**src/rtl/uart_rx_if.sv**
```systemverilog
// uart_rx_if -- serial-receive bundle between a line/tick source and uart_rx.
//
// Signals:
//   s_tick        baud oversampling strobe (16 per bit), one clk wide
//   rx            serial line, idle high, LSB-first frames
//   rx_dout       last received data word (DBIT bits)
//   rx_done_tick  one-clk pulse when a frame completes
//   frame_err     stop bit was sampled low on the last completed frame
//   parity_err    parity mismatch on the last completed frame
//
// Modports:
//   master  drives s_tick/rx, observes the receive results
//   slave   the receiver: consumes s_tick/rx, drives the results
interface uart_rx_if #(
  parameter int unsigned DBIT = 8
);
  logic            s_tick;
  logic            rx;
  logic [DBIT-1:0] rx_dout;
  logic            rx_done_tick;
  logic            frame_err;
  logic            parity_err;

  modport master (
    output s_tick,
    output rx,
    input  rx_dout,
    input  rx_done_tick,
    input  frame_err,
    input  parity_err
  );

  modport slave (
    input  s_tick,
    input  rx,
    output rx_dout,
    output rx_done_tick,
    output frame_err,
    output parity_err
  );
endinterface

```
**src/rtl/uart_rx.sv**
```systemverilog
// uart_rx -- oversampling UART receiver (16 s_tick per bit period).
//
// Ports:
//   clk    system clock, all logic on the rising edge
//   reset  synchronous, active-high reset
//   bus    uart_rx_if.slave: s_tick, rx in; rx_dout, rx_done_tick,
//          frame_err, parity_err out
//
// Parameters:
//   DBIT     data bits per frame (5..8)
//   SB_TICK  s_tick periods in the stop bit (16/24/32 = 1/1.5/2 stop bits)
//
// Build option:
//   UART_RX_PARITY_EN  when defined, one even-parity bit follows the data
//                      bits and parity_err reports mismatches; otherwise
//                      frames go DATA -> STOP and parity_err is held at 0.
module uart_rx #(
  parameter int unsigned DBIT    = 8,
  parameter int unsigned SB_TICK = 16
) (
  input  logic    clk,
  input  logic    reset,
  uart_rx_if.slave bus
);

  typedef enum logic [2:0] {
    IDLE   = 3'd0,
    START  = 3'd1,
    DATA   = 3'd2,
`ifdef UART_RX_PARITY_EN
    PARITY = 3'd4,
`endif
    STOP   = 3'd3
  } state_t;

  state_t          r_state;
  logic [4:0]      r_s;
  logic [2:0]      r_n;
  logic [DBIT-1:0] r_b;
  logic            r_sync1;
  logic            r_sync2;
  logic [DBIT-1:0] r_dout;
  logic            r_done;
  logic            r_ferr;
`ifdef UART_RX_PARITY_EN
  logic            r_perr;
  logic            r_par_pend;
`endif

  logic w_rx;

  // Only the second synchronizer stage is ever used for decisions.
  assign w_rx = r_sync2;

  always_ff @(posedge clk) begin
    if (reset) begin
      r_state    <= IDLE;
      r_s        <= '0;
      r_n        <= '0;
      r_b        <= '0;
      r_sync1    <= 1'b1;
      r_sync2    <= 1'b1;
      r_dout     <= '0;
      r_done     <= 1'b0;
      r_ferr     <= 1'b0;
`ifdef UART_RX_PARITY_EN
      r_perr     <= 1'b0;
      r_par_pend <= 1'b0;
`endif
    end else begin
      r_sync1 <= bus.rx;
      r_sync2 <= r_sync1;
      r_done  <= 1'b0;

      case (r_state)
        IDLE: begin
          // Not gated by s_tick so an edge right after completion is caught.
          if (!w_rx) begin
            r_state <= START;
            r_s     <= '0;
          end
        end

        START: begin
          if (bus.s_tick) begin
            if (r_s == 5'd7) begin
              if (!w_rx) begin
                r_state <= DATA;
                r_s     <= '0;
                r_n     <= '0;
              end else begin
                // Start bit not low at mid-bit: treat as a glitch.
                r_state <= IDLE;
              end
            end else begin
              r_s <= r_s + 5'd1;
            end
          end
        end

        DATA: begin
          if (bus.s_tick) begin
            if (r_s == 5'd15) begin
              r_s <= '0;
              r_b <= {w_rx, r_b[DBIT-1:1]};
              if (r_n == 3'(DBIT - 1)) begin
`ifdef UART_RX_PARITY_EN
                r_state <= PARITY;
`else
                r_state <= STOP;
`endif
              end else begin
                r_n <= r_n + 3'd1;
              end
            end else begin
              r_s <= r_s + 5'd1;
            end
          end
        end

`ifdef UART_RX_PARITY_EN
        PARITY: begin
          if (bus.s_tick) begin
            if (r_s == 5'd15) begin
              r_s        <= '0;
              // Even parity: data ones plus the parity bit must be even.
              r_par_pend <= (^r_b) ^ w_rx;
              r_state    <= STOP;
            end else begin
              r_s <= r_s + 5'd1;
            end
          end
        end
`endif

        STOP: begin
          if (bus.s_tick) begin
            if (r_s == 5'(SB_TICK - 1)) begin
              r_dout  <= r_b;
              r_ferr  <= ~w_rx;
`ifdef UART_RX_PARITY_EN
              r_perr  <= r_par_pend;
`endif
              r_done  <= 1'b1;
              r_state <= IDLE;
            end else begin
              r_s <= r_s + 5'd1;
            end
          end
        end

        default: r_state <= IDLE;
      endcase
    end
  end

  assign bus.rx_dout      = r_dout;
  assign bus.rx_done_tick = r_done;
  assign bus.frame_err    = r_ferr;
`ifdef UART_RX_PARITY_EN
  assign bus.parity_err   = r_perr;
`else
  assign bus.parity_err   = 1'b0;
`endif

endmodule

```
**src/flat_wrapper.sv**
```systemverilog
// flat-port wrapper written by rule: the top's interface ports become plain ports
module uart_rx_flat 
#(
  parameter int unsigned DBIT    = 8,
  parameter int unsigned SB_TICK = 16
)
  (clk, reset, bus_s_tick, bus_rx, bus_rx_dout, bus_rx_done_tick, bus_frame_err, bus_parity_err);
  uart_rx_if #(.DBIT(DBIT)) bus_i ();
  input  logic clk;
  input  logic reset;
  input wire logic [$bits(bus_i.s_tick)-1:0] bus_s_tick;
  input wire logic [$bits(bus_i.rx)-1:0] bus_rx;
  output wire logic [$bits(bus_i.rx_dout)-1:0] bus_rx_dout;
  output wire logic [$bits(bus_i.rx_done_tick)-1:0] bus_rx_done_tick;
  output wire logic [$bits(bus_i.frame_err)-1:0] bus_frame_err;
  output wire logic [$bits(bus_i.parity_err)-1:0] bus_parity_err;
  assign bus_i.s_tick = bus_s_tick;
  assign bus_i.rx = bus_rx;
  assign bus_rx_dout = bus_i.rx_dout;
  assign bus_rx_done_tick = bus_i.rx_done_tick;
  assign bus_frame_err = bus_i.frame_err;
  assign bus_parity_err = bus_i.parity_err;
  uart_rx #(.DBIT(DBIT), .SB_TICK(SB_TICK)) u_core (.clk(clk), .reset(reset), .bus(bus_i));
endmodule
```
**config.mk**
```make
export PLATFORM = sky130hd
export DESIGN_NAME = uart_rx_flat
export DESIGN_NICKNAME = d
export VERILOG_FILES = /design/src/rtl/uart_rx_if.sv /design/src/rtl/uart_rx.sv /design/src/flat_wrapper.sv
export SDC_FILE = /design/constraint.sdc
export NUM_CORES = 1
export LEC_CHECK = 0
export ABC_AREA = 0
export BUFFER_PORTS_ARGS = -buffer_cell sky130_fd_sc_hd__buf_2
export CORE_MARGIN = 5
export CORE_UTILIZATION = 35
export CTS_CLUSTER_DIAMETER = 50
export DETAILED_ROUTE_END_ITERATION = 8
export PLACE_DENSITY_LB_ADDON = 0.1
export SETUP_SLACK_MARGIN = 0.02
export SKIP_LAST_GASP = 1
export SLEW_MARGIN = 20
export SYNTH_ARGS = -nofsm -noshare
export SYNTH_HDL_FRONTEND = slang
export SYNTH_SLANG_ARGS = --single-unit
```
**constraint.sdc**
```tcl
create_clock -name clk -period 2.1 [get_ports clk]
set_clock_uncertainty 0.2 [all_clocks]
set_input_delay 0.21 -clock clk [delete_from_list [all_inputs] [get_ports clk]]
set_output_delay 0.21 -clock clk [all_outputs]
set_load 0.02 [all_outputs]
```
Word-level counts from Yosys, hierarchy flattened
Cells that the tools add are included.
Widths: inputs -> output; s select.

cells by class
  add/subtract/negate cells = 2
  eq/ne operators = 17
  mux-type cells = 26
  bitwise gates (word level) = 3
  reduce and logical (&&, ||, !) cells = 9

operators by type and width
  operator             number
  $mux 3               14
  $mux 5               7
  $pmux 5 s4           1
  $ne 2x2->1 const B   7
  $pmux 3 s4           1
  $ne 2x1->1 const B   4
  $reduce_and 8->1     1
  $reduce_and 7->1     1
  $eq 3x2->1 const B   2
  $pmux 3 s2           1
  $reduce_and 3->1     2
  $add 5x1->5 const B  1
  $eq 5x3->1 const B   1
  $eq 5x4->1 const B   1
  $reduce_and 5->1     1
  $reduce_bool 4->1    1
  $add 3x1->3 const B  1
  $eq 3x1->1 const B   1
  $eq 3x3->1 const B   1
  $logic_not 3->1      1
  $not 1->1            3
  $reduce_or 3->1      1
  $mux 2               1
  $reduce_bool 2->1    1
  $mux 1               1

storage, ports and cells
  register bits after elaboration = 31
  input bits = 4
  output and inout port bits = 11

Depth between registers and ports, before layout
Gate-level depths: netlist of the first run.

  word-level depth = 5
  mapped depth = 8

Least setup slack after synthesis of the first run
No wires, ideal clock.

  path kind = reg-to-reg
  start point = register u_core.r_s[0]
  end point = register u_core.r_state[0]
  setup time = 0.096 ns
  data arrival time = 1.783 ns
  data required time = 1.804 ns
  setup slack = 0.021 ns
  cell stages (with the launch flop) = 9
  buffers on the path = 1
  clock period less this slack = 2.079 ns
  path through = dfxtp_1 > ha_1 > and3_1 > ha_1 > buf_6 > nand2_2 > a222oi_1 > nand2_1 > o41ai_2

between the ends
  cells in the longest elaborated chain, start to end = 3

RTL lines
  what                                      RTL line                                       text
  from (decl)                               uart_rx.sv:37                                  logic [4:0] r_s;
  from (signal assigned)                    uart_rx.sv:96                                  r_s <= r_s + 5'd1;
  from (signal assigned)                    uart_rx.sv:116                                 r_s <= r_s + 5'd1;
  from (signal assigned)                    uart_rx.sv:147                                 r_s <= r_s + 5'd1;
  $eq 5x4->1 or $eq 5x3->1 (tied branches)  uart_rx.sv:103, uart_rx.sv:138, uart_rx.sv:86
  $ne 2x1->1 (no source line)               n/a
  $reduce_and 8->1 (no source line) (*)     n/a
  to (signal assigned)                      uart_rx.sv:110                                 r_state <= STOP;
  to (signal assigned)                      uart_rx.sv:145                                 r_state <= IDLE;
  to (signal assigned)                      uart_rx.sv:152                                 default: r_state <= IDLE;
  to (decl)                                 uart_rx.sv:36                                  state_t r_state;

Every way passes the cells marked *; elsewhere a longest branch is shown, timed or not.
A chain may end at the register's enable or synchronous reset.

Final worst setup path of the first run
  start point = register u_core.r_s[1]
  end point = register u_core.r_state[1]

Same word-level chain as after synthesis.

==> flow_results.org, run 1 <==
** Finish
- Commonest non-fill, non-tap cells in the layout :: dfxtp_1, nand2_1, nor2_1, a21oi_1, buf_2
- Leaving out fill and tap cells, the most frequent cell in the layout is dfxtp_1.
- In the final layout, the share of cells above drive strength 1 is 24.7%.
- Fill cells in the final layout number 410.
- Cells fill 43.3% of the core in the end.
- Non-Filler Instances :: 232
- The area growth from synthesis to layout is 20.7%.
- The net count of the finished layout is 196.
- Diodes inserted :: 0

** Clocking
- # clock sinks :: 30
- CTS built an H-tree with a depth of 2.
- TritonCTS built the clock tree.
- Number of buffers created by CTS :: 5
- CTS root buffer :: clkbuf_8
- Clock-pin slew of the registers on the worst-case setup and hold paths :: roughly 0.070 ns
- Clk Latency, worst-skew pair :: between 0.2 and 0.3 ns
- In this run the deepest clock path goes through 2 buffers.

** Drt
- DRT antenna net count :: 0
- Detailed-route via count :: 1163
- DRT iter0 DRCs :: 55
- In the routed design, unresolved DRC markers number 0.
- In the routed layout, each cell is associated on average with a via count of 5.01.
- In the final routed layout, each cell accounts on average for roughly 13 microns.
- Total routed wirelength :: 3.01 mm
- DR pass1 iterations :: 4

** STA
- Highest clock frequency the design can meet :: 0.498 GHz
- Post-layout min period :: 2.01 ns
- Number of failing hold endpoints at the final stage :: 0
- Setup violations remaining at the end of the flow were counted as 0.
- RSZ-0062 raised after global routing :: no
- Setup total negative slack on the finished layout was measured at 0 ns.
- The final critical path takes up approximately 96% of the cycle.
- The total count of max-transition violations in the final report is 0.

** Placed design
- Cell Count Post-Placement :: 222
- At the end of routability-driven placement, the weighted congestion stood at 0.786.
- Final HPWL DP :: 2.03 mm
- Number of port buffers :: 13

** Critical path
- The worst setup path is launched from a flip-flop.
- On the critical path, the stage with the largest delay is an instance of a222oi_1.
- The largest single stage delay on the critical path is approximately 0.38 ns.
- Crit path capture type :: flip-flop
- Critical Path, Cell by Cell :: ha_2 -> and3_4 -> ha_4 -> nand2_2 -> a222oi_1 -> buf_4 -> a311o_1 -> o21ai_0
- For the worst setup path, the data arrival time is between 1.5 and 2 ns.
- Critical path fanouts, max :: 3
- Data required time of the critical path :: roughly 2.1 ns
- Type of the worst setup path :: flip-flop to flip-flop

** Floorplanning
- The floorplan has 23 rows.
- Starting utilization of the core area :: 35.8%
- Die footprint :: 5480 sq um
- The die is ~74 microns wide.
- The floorplan step set the die height to 74.0 microns.
- Area of the core :: 4000 sq um
- 15 I/O pins were placed.

** Status
- The flow ran to the end, and the final reports show no timing, DRC or antenna violations.

** Logic synthesis
- Number of flops mapped to enable cells by yosys :: 0
- In the synthesized netlist the dominant register cell turns out to be dfxtp_1.
- Post-synthesis area per instance :: around 9 sq um
- Yosys warnings :: 0
- In the synthesized netlist the async set-or-reset flop fraction comes to 0%.
- Synthesis handed over a netlist of 160 instances.
- The number of nets in the synthesized netlist is 175.
- The synthesized design contains 30 register bits.
- Total standard cell area after synthesis :: about 1400 sq um
- For this run, the register share of the synthesized area comes to 41.9%.
- Count of cell types in the netlist :: 41

** Pwr
- In this run the power density over the cells is approximately 800 nW/um^2.
- The worst-case IR drop observed on VDD is 385 uV.
- For this design the static power due to leakage is 0.746 nW.

** GRT
- The number of global-route vias before repair is around 1100.
- Antenna violations before repair :: 0
- Maximum number of pins on one net before global-route repair :: 19
- The first global-routing pass estimated between 5 and 6 mm of wire.
- After global routing the overflow that remains totals 0.
- Global-route usage over all layers :: 12.0%

** Hold path
- Hold/Removal Path Class :: input pin to flip-flop

** Flow run
- The tool flagged a number of max-cap violations equal to 0.
## registers in the layout (all words and copies together), names as in the netlist
| name | cells |
|---|---|
| u_core.bus.rx_dout | 8 |
| u_core.r_n | 3 |
| u_core.r_s | 5 |
| u_core.r_state | 2 |
| u_core.r_sync1 | 1 |
| u_core.r_b | 8 |
| u_core.bus.rx_done_tick | 1 |
| u_core.r_sync2 | 1 |
| u_core.bus.frame_err | 1 |
## worst max-delay path, delay by kind of cell (launching register included)
kind                     cells  cell delay [ns]
AO/OA/AOI/OAI                3             0.60
flip-flops                   1             0.34
adder cells (fa/ha/maj)      2             0.33
AND/OR/NAND/NOR              2             0.25
buffers and inverters        1             0.19
## layout make-up
cell class	count	area, sq um	area share [%]
Clock buffer	6	82.6	4.77
Clock inverter	2	12.5	0.723
Inverter	5	18.8	1.08
Multi-Input combinational cell	115	790	45.6
Sequential cell	30	602	34.8
Tap cell	50	62.6	3.62
Timing Repair Buffer	24	163	9.40
## routing by layer
layer	share of wire [%]	GRT usage [%]	up-vias	wire length, microns
li1	-	-	594	-
met5	0	0	-	0
met1	49	15.7	539	1470
met4	1.7	5.03	0	51
met2	45	17.6	23	1360
met3	4.3	4.59	7	129
## worst paths after layout
check                  from                    to  slack (ns)  cells past startpoint
min reg2reg  u_core.r_sync1        u_core.r_sync2        0.21                      1
max           u_core.r_s[1]     u_core.r_state[1]        0.09                      8
min                   reset  u_core.bus.frame_err        0.10                      2
max reg2reg   u_core.r_s[1]     u_core.r_state[1]        0.09                      8
## cells in the mapped netlist, types with 2 or more instances
library cell	n	share of area, %
nor2_1	15	3.9
nor2b_1	2	0.87
a21oi_1	15	5.2
nand4_1	2	0.87
buf_4	2	1.0
a21o_1	2	1.0
o21ai_0	10	3.5
a22o_1	2	1.2
nand3_1	4	1.4
and3_1	2	0.87
clkbuf_1	4	1.0
mux2i_1	8	5.6
dfxtp_1	30	42
inv_1	5	1.3
nand2_1	20	5.2
or2_2	2	0.87
ha_1	11	9.6
## through the flow
step	cell area, sq um	setup slack, ns	power, mW	hold WS (ns)
finish	1730	0.0919	1.36	0.104
global route	1730	0.00988	1.43	0.119
CTS	1690	-0.0419	1.35	0.0948
detailed placement	1590	-0.0342	0.853	0.197
global placement	1590	0.0326	0.848	0.195
floorplan	1430	0.0212	0.804	0.114
## logic make-up after synthesis
family	synth area share, %
AO/OA/AOI/OAI	17.3
multiplexers	6.37
adder cells (fa/ha/maj)	9.60
XOR/XNOR	0.611
buffers and inverters	5.15
AND/OR/NAND/NOR	18.8
other	0.262
flip-flops	41.9
## power by group
part	internal, mW	switching, mW	leakage [nW]	total (mW)
combinational	0.113	0.159	0.456	0.273
clock	0.263	0.221	0.0472	0.484
sequential	0.583	0.0178	0.243	0.601
## timing repair
item	in CTS	in global routing
setup endpoints to repair	4	18
hold endpoints to repair	1	0
hold buffers	1	0
resized for setup	2	7
pin swaps	1	3
setup buffers	0	1
No activity file was read; power rests on OpenSTA's default activity.
==> inputs of run 2 (changes only) <==
Settings changed: PLACE_DENSITY_LB_ADDON 0.1 to not set.
Clock period 2.1 ns to 2.39 ns, I/O delays scaled along.
==> flow_results.org, run 2 (synthesis results as in run 1) <==
** Pwr
- LEAKAGE :: 0.702 nW (was 0.746 nW)
- The power density over the cells was 690 nW/um^2 (was 784 nW/um^2).
- Power after layout :: 1.13 mW (was 1.36 mW)
- The peak supply drop came to 298 uV (was 385 uV).

** Finish
- Net count, final :: 189 (was 196)
- Most common library cell in the layout ignoring fill and taps :: dfxtp_1 (unchanged)
- The number of inserted diodes was 0 (unchanged).
- The share of the core filled with cells was 40.9% (was 43.3%).
- The number of non-filler instances in the completed layout is 224 (was 232).
- Area growth, synth to finish :: 14.2% (was 20.7%)
- Commonest non-fill, non-tap cells in the layout: dfxtp_1, nand2_1, nor2_1, a21oi_1, buf_2 (unchanged).
- Share of cells above drive strength 1 :: 19.0% (was 24.7%)

** Drt
- The detailed-route vias per instance is 5.02 (was 5.01).
- The number of design rule violations left after detail routing was 0 (unchanged).
- The number of search-and-repair iterations in the first detailed-routing pass was 4 (unchanged).
- The wire length reported by the detailed router came to 2.92 mm (was 3.01 mm).
- The antenna violation net count after detailed routing is 0 (unchanged).
- The number of DRC violations after detailed-routing iteration 0 was 37 (was 55).
- Detailed-route via count :: 1124 (was 1163)
- The routed wirelength normalized by instance count is 13.1 microns (was 13.0 microns).

** Hold path
- Hold wc startpoint :: u_core.r_sync1 (was reset)
- Hold-critical path depth :: 1 (was 2)
- Hold/Removal Path Class :: flip-flop to flip-flop (was input pin to flip-flop)

** Critical path
- The critical path endpoint category is a flip-flop (unchanged).
- Critical path fanouts, max :: 6 (was 3)
- The logic depth of the worst register-to-register path is 8 (unchanged).
- Beginning of the worst register-to-register path :: u_core.r_s[0] (was u_core.r_s[1])
- The capture point of the critical path is u_core.r_state[1] (unchanged).
- The highest-delay cell along the critical path was a222oi_1 (unchanged).
- The delay of the slowest cell on the worst path came to 0.46 ns (was 0.38 ns).
- Total number of cells along the worst setup path :: 8 (unchanged)
- The category of the critical setup timing path was flip-flop to flip-flop (unchanged).
- Data required time of the critical path :: 2.40 ns (was 2.07 ns)
- Worst R2R End :: u_core.r_state[1] (unchanged)
- The kind of cell with the highest combined delay on the critical path is compound AO/OA/AOI/OAI gates (unchanged).
- Startpoint kind of the worst setup timing path :: flip-flop (unchanged)
- Launch point of the worst path :: u_core.r_s[0] (was u_core.r_s[1])
- Worst reg2reg setup slack :: 0.17 ns (was 0.09 ns)
- The count of buffering cells on the critical path with inverters included came to 1 (unchanged).
- Critical Path, Cell by Cell :: ha_2 -> and3_4 -> ha_4 -> nand2_2 -> a222oi_1 -> nand2_1 -> buf_4 -> o21ai_0 (was ha_2 -> and3_4 -> ha_4 -> nand2_2 -> a222oi_1 -> buf_4 -> a311o_1 -> o21ai_0)
- The arrival time at the worst endpoint was 2.23 ns (was 1.98 ns).

** GRT
- Antenna violations before repair :: 0 (unchanged)
- Number of global-route vias before repair :: 1094 (was 1098)
- Wire length of the first global-routing pass :: 4.91 mm (was 5.06 mm)
- The total global-route track usage came to 11.5% (was 12.0%).
- The maximum number of pins on one net before global-route repair came to 33 (was 19).
- Leftover overflow at the end of global routing :: 0 (unchanged)

** STA
- The worst pin sits at a relative slew slack of 63.4%.
- RSZ-0062 raised after global routing :: no (unchanged)
- The maximum clock frequency is 0.450 GHz (was 0.498 GHz).
- The final period utilization came to 93.0% (was 95.6%).
- Max-slew violation count :: 0 (unchanged)
- At the pin with the least slew margin, the transition time is 0.549 ns.
- Final setup violation count :: 0 (unchanged)
- Post-layout min period :: 2.22 ns (was 2.01 ns)
- The hold violation count in the final report came to 0 (unchanged).
- The setup TNS is 0 ns (unchanged).

** Clocking
- The number of sinks handled by clock tree synthesis came to 30 (unchanged).
- Clock-pin slew of the registers on the worst-case setup and hold paths :: 0.07 ns (about the same)
- Clock tree from TritonCTS :: done (unchanged)
- CTS root buffer :: clkbuf_8 (unchanged)
- Clock H-tree levels :: 2 (unchanged)
- The CTS buffer count came to 5 (unchanged).
- The latest clock arrival within the worst-skew pair was 0.28 ns (about the same).
- Number of buffers on the longest clock path :: 2 (unchanged)

** Placed design
- The detailed placement HPWL came to 1.97 mm (was 2.03 mm).
- The count of buffers from port buffering was 13 (unchanged).
- Cell Count Post-Placement :: 215 (was 222)
- The weighted congestion at the end of routability-driven global placement came to 0.755 (was 0.786).

** Floorplanning
- Die footprint :: 5480 sq um (unchanged)
- The effective utilization at floorplan was 35.8% (unchanged).
- Num ports :: 15 (unchanged)
- The standard cell core area came to 4000 sq um (unchanged).
- The number of standard-cell rows in the floorplan was 23 (unchanged).
- The die extent in x came to 74.0 microns (unchanged).
- The height of the die was 74.0 microns (unchanged).

** Flow run
- Max capacitance violation total :: 0 (unchanged)

** Status
- Result of the run: finished clean (unchanged).
run 2: repair_timing:
item | in CTS | in global routing
setup endpoints to repair | 0 | 5
hold endpoints to repair | 1 | 0
gates resized for setup | 0 | 4
buffers inserted | 0 | 1
hold buffers | 1 | 0
run 2: final cells by class:
cell class,count,area (sq um)
fill,402,2360
multi-input combinational,115,779
sequential,30,601
timing repair buffer,17,97.6
clock buffer,5,68.8
tap,50,62.6
inverter,5,18.8
clock inverter,2,10.0
run 2: report_power, final:
part	switching [mW]	leakage, nW	internal [mW]
logic	0.131	0.416	0.0881
clock network	0.187	0.0438	0.195
registers	0.0162	0.242	0.512
total	0.334	0.702	0.795
run 2: routing by layer:
layer	global-route usage [%]	routed length [microns]
met4	5.63	52
met2	18.3	1370
met1	13.9	1380
met5	0	0
met3	3.78	123
run 2: worst min path at each step:
stage                                 to  slack (ns)
after floorplan           u_core.r_sync1        0.14
after global placement    u_core.r_sync2        0.20
after detailed placement  u_core.r_sync2        0.20
after CTS                 u_core.r_sync2        0.21
after global routing      u_core.r_sync2        0.25
final                     u_core.r_sync2        0.21
run 2: metrics by stage:
stage | area [sq um] | worst slack, ns | hold WS, ns
final | 1640 | 0.168 | 0.211
after global routing | 1640 | 0.00659 | 0.246
after CTS | 1610 | 0.0720 | 0.210
after detailed placement | 1520 | 0.0930 | 0.197
after global placement | 1520 | 0.225 | 0.196
after floorplan | 1430 | 0.311 | 0.143
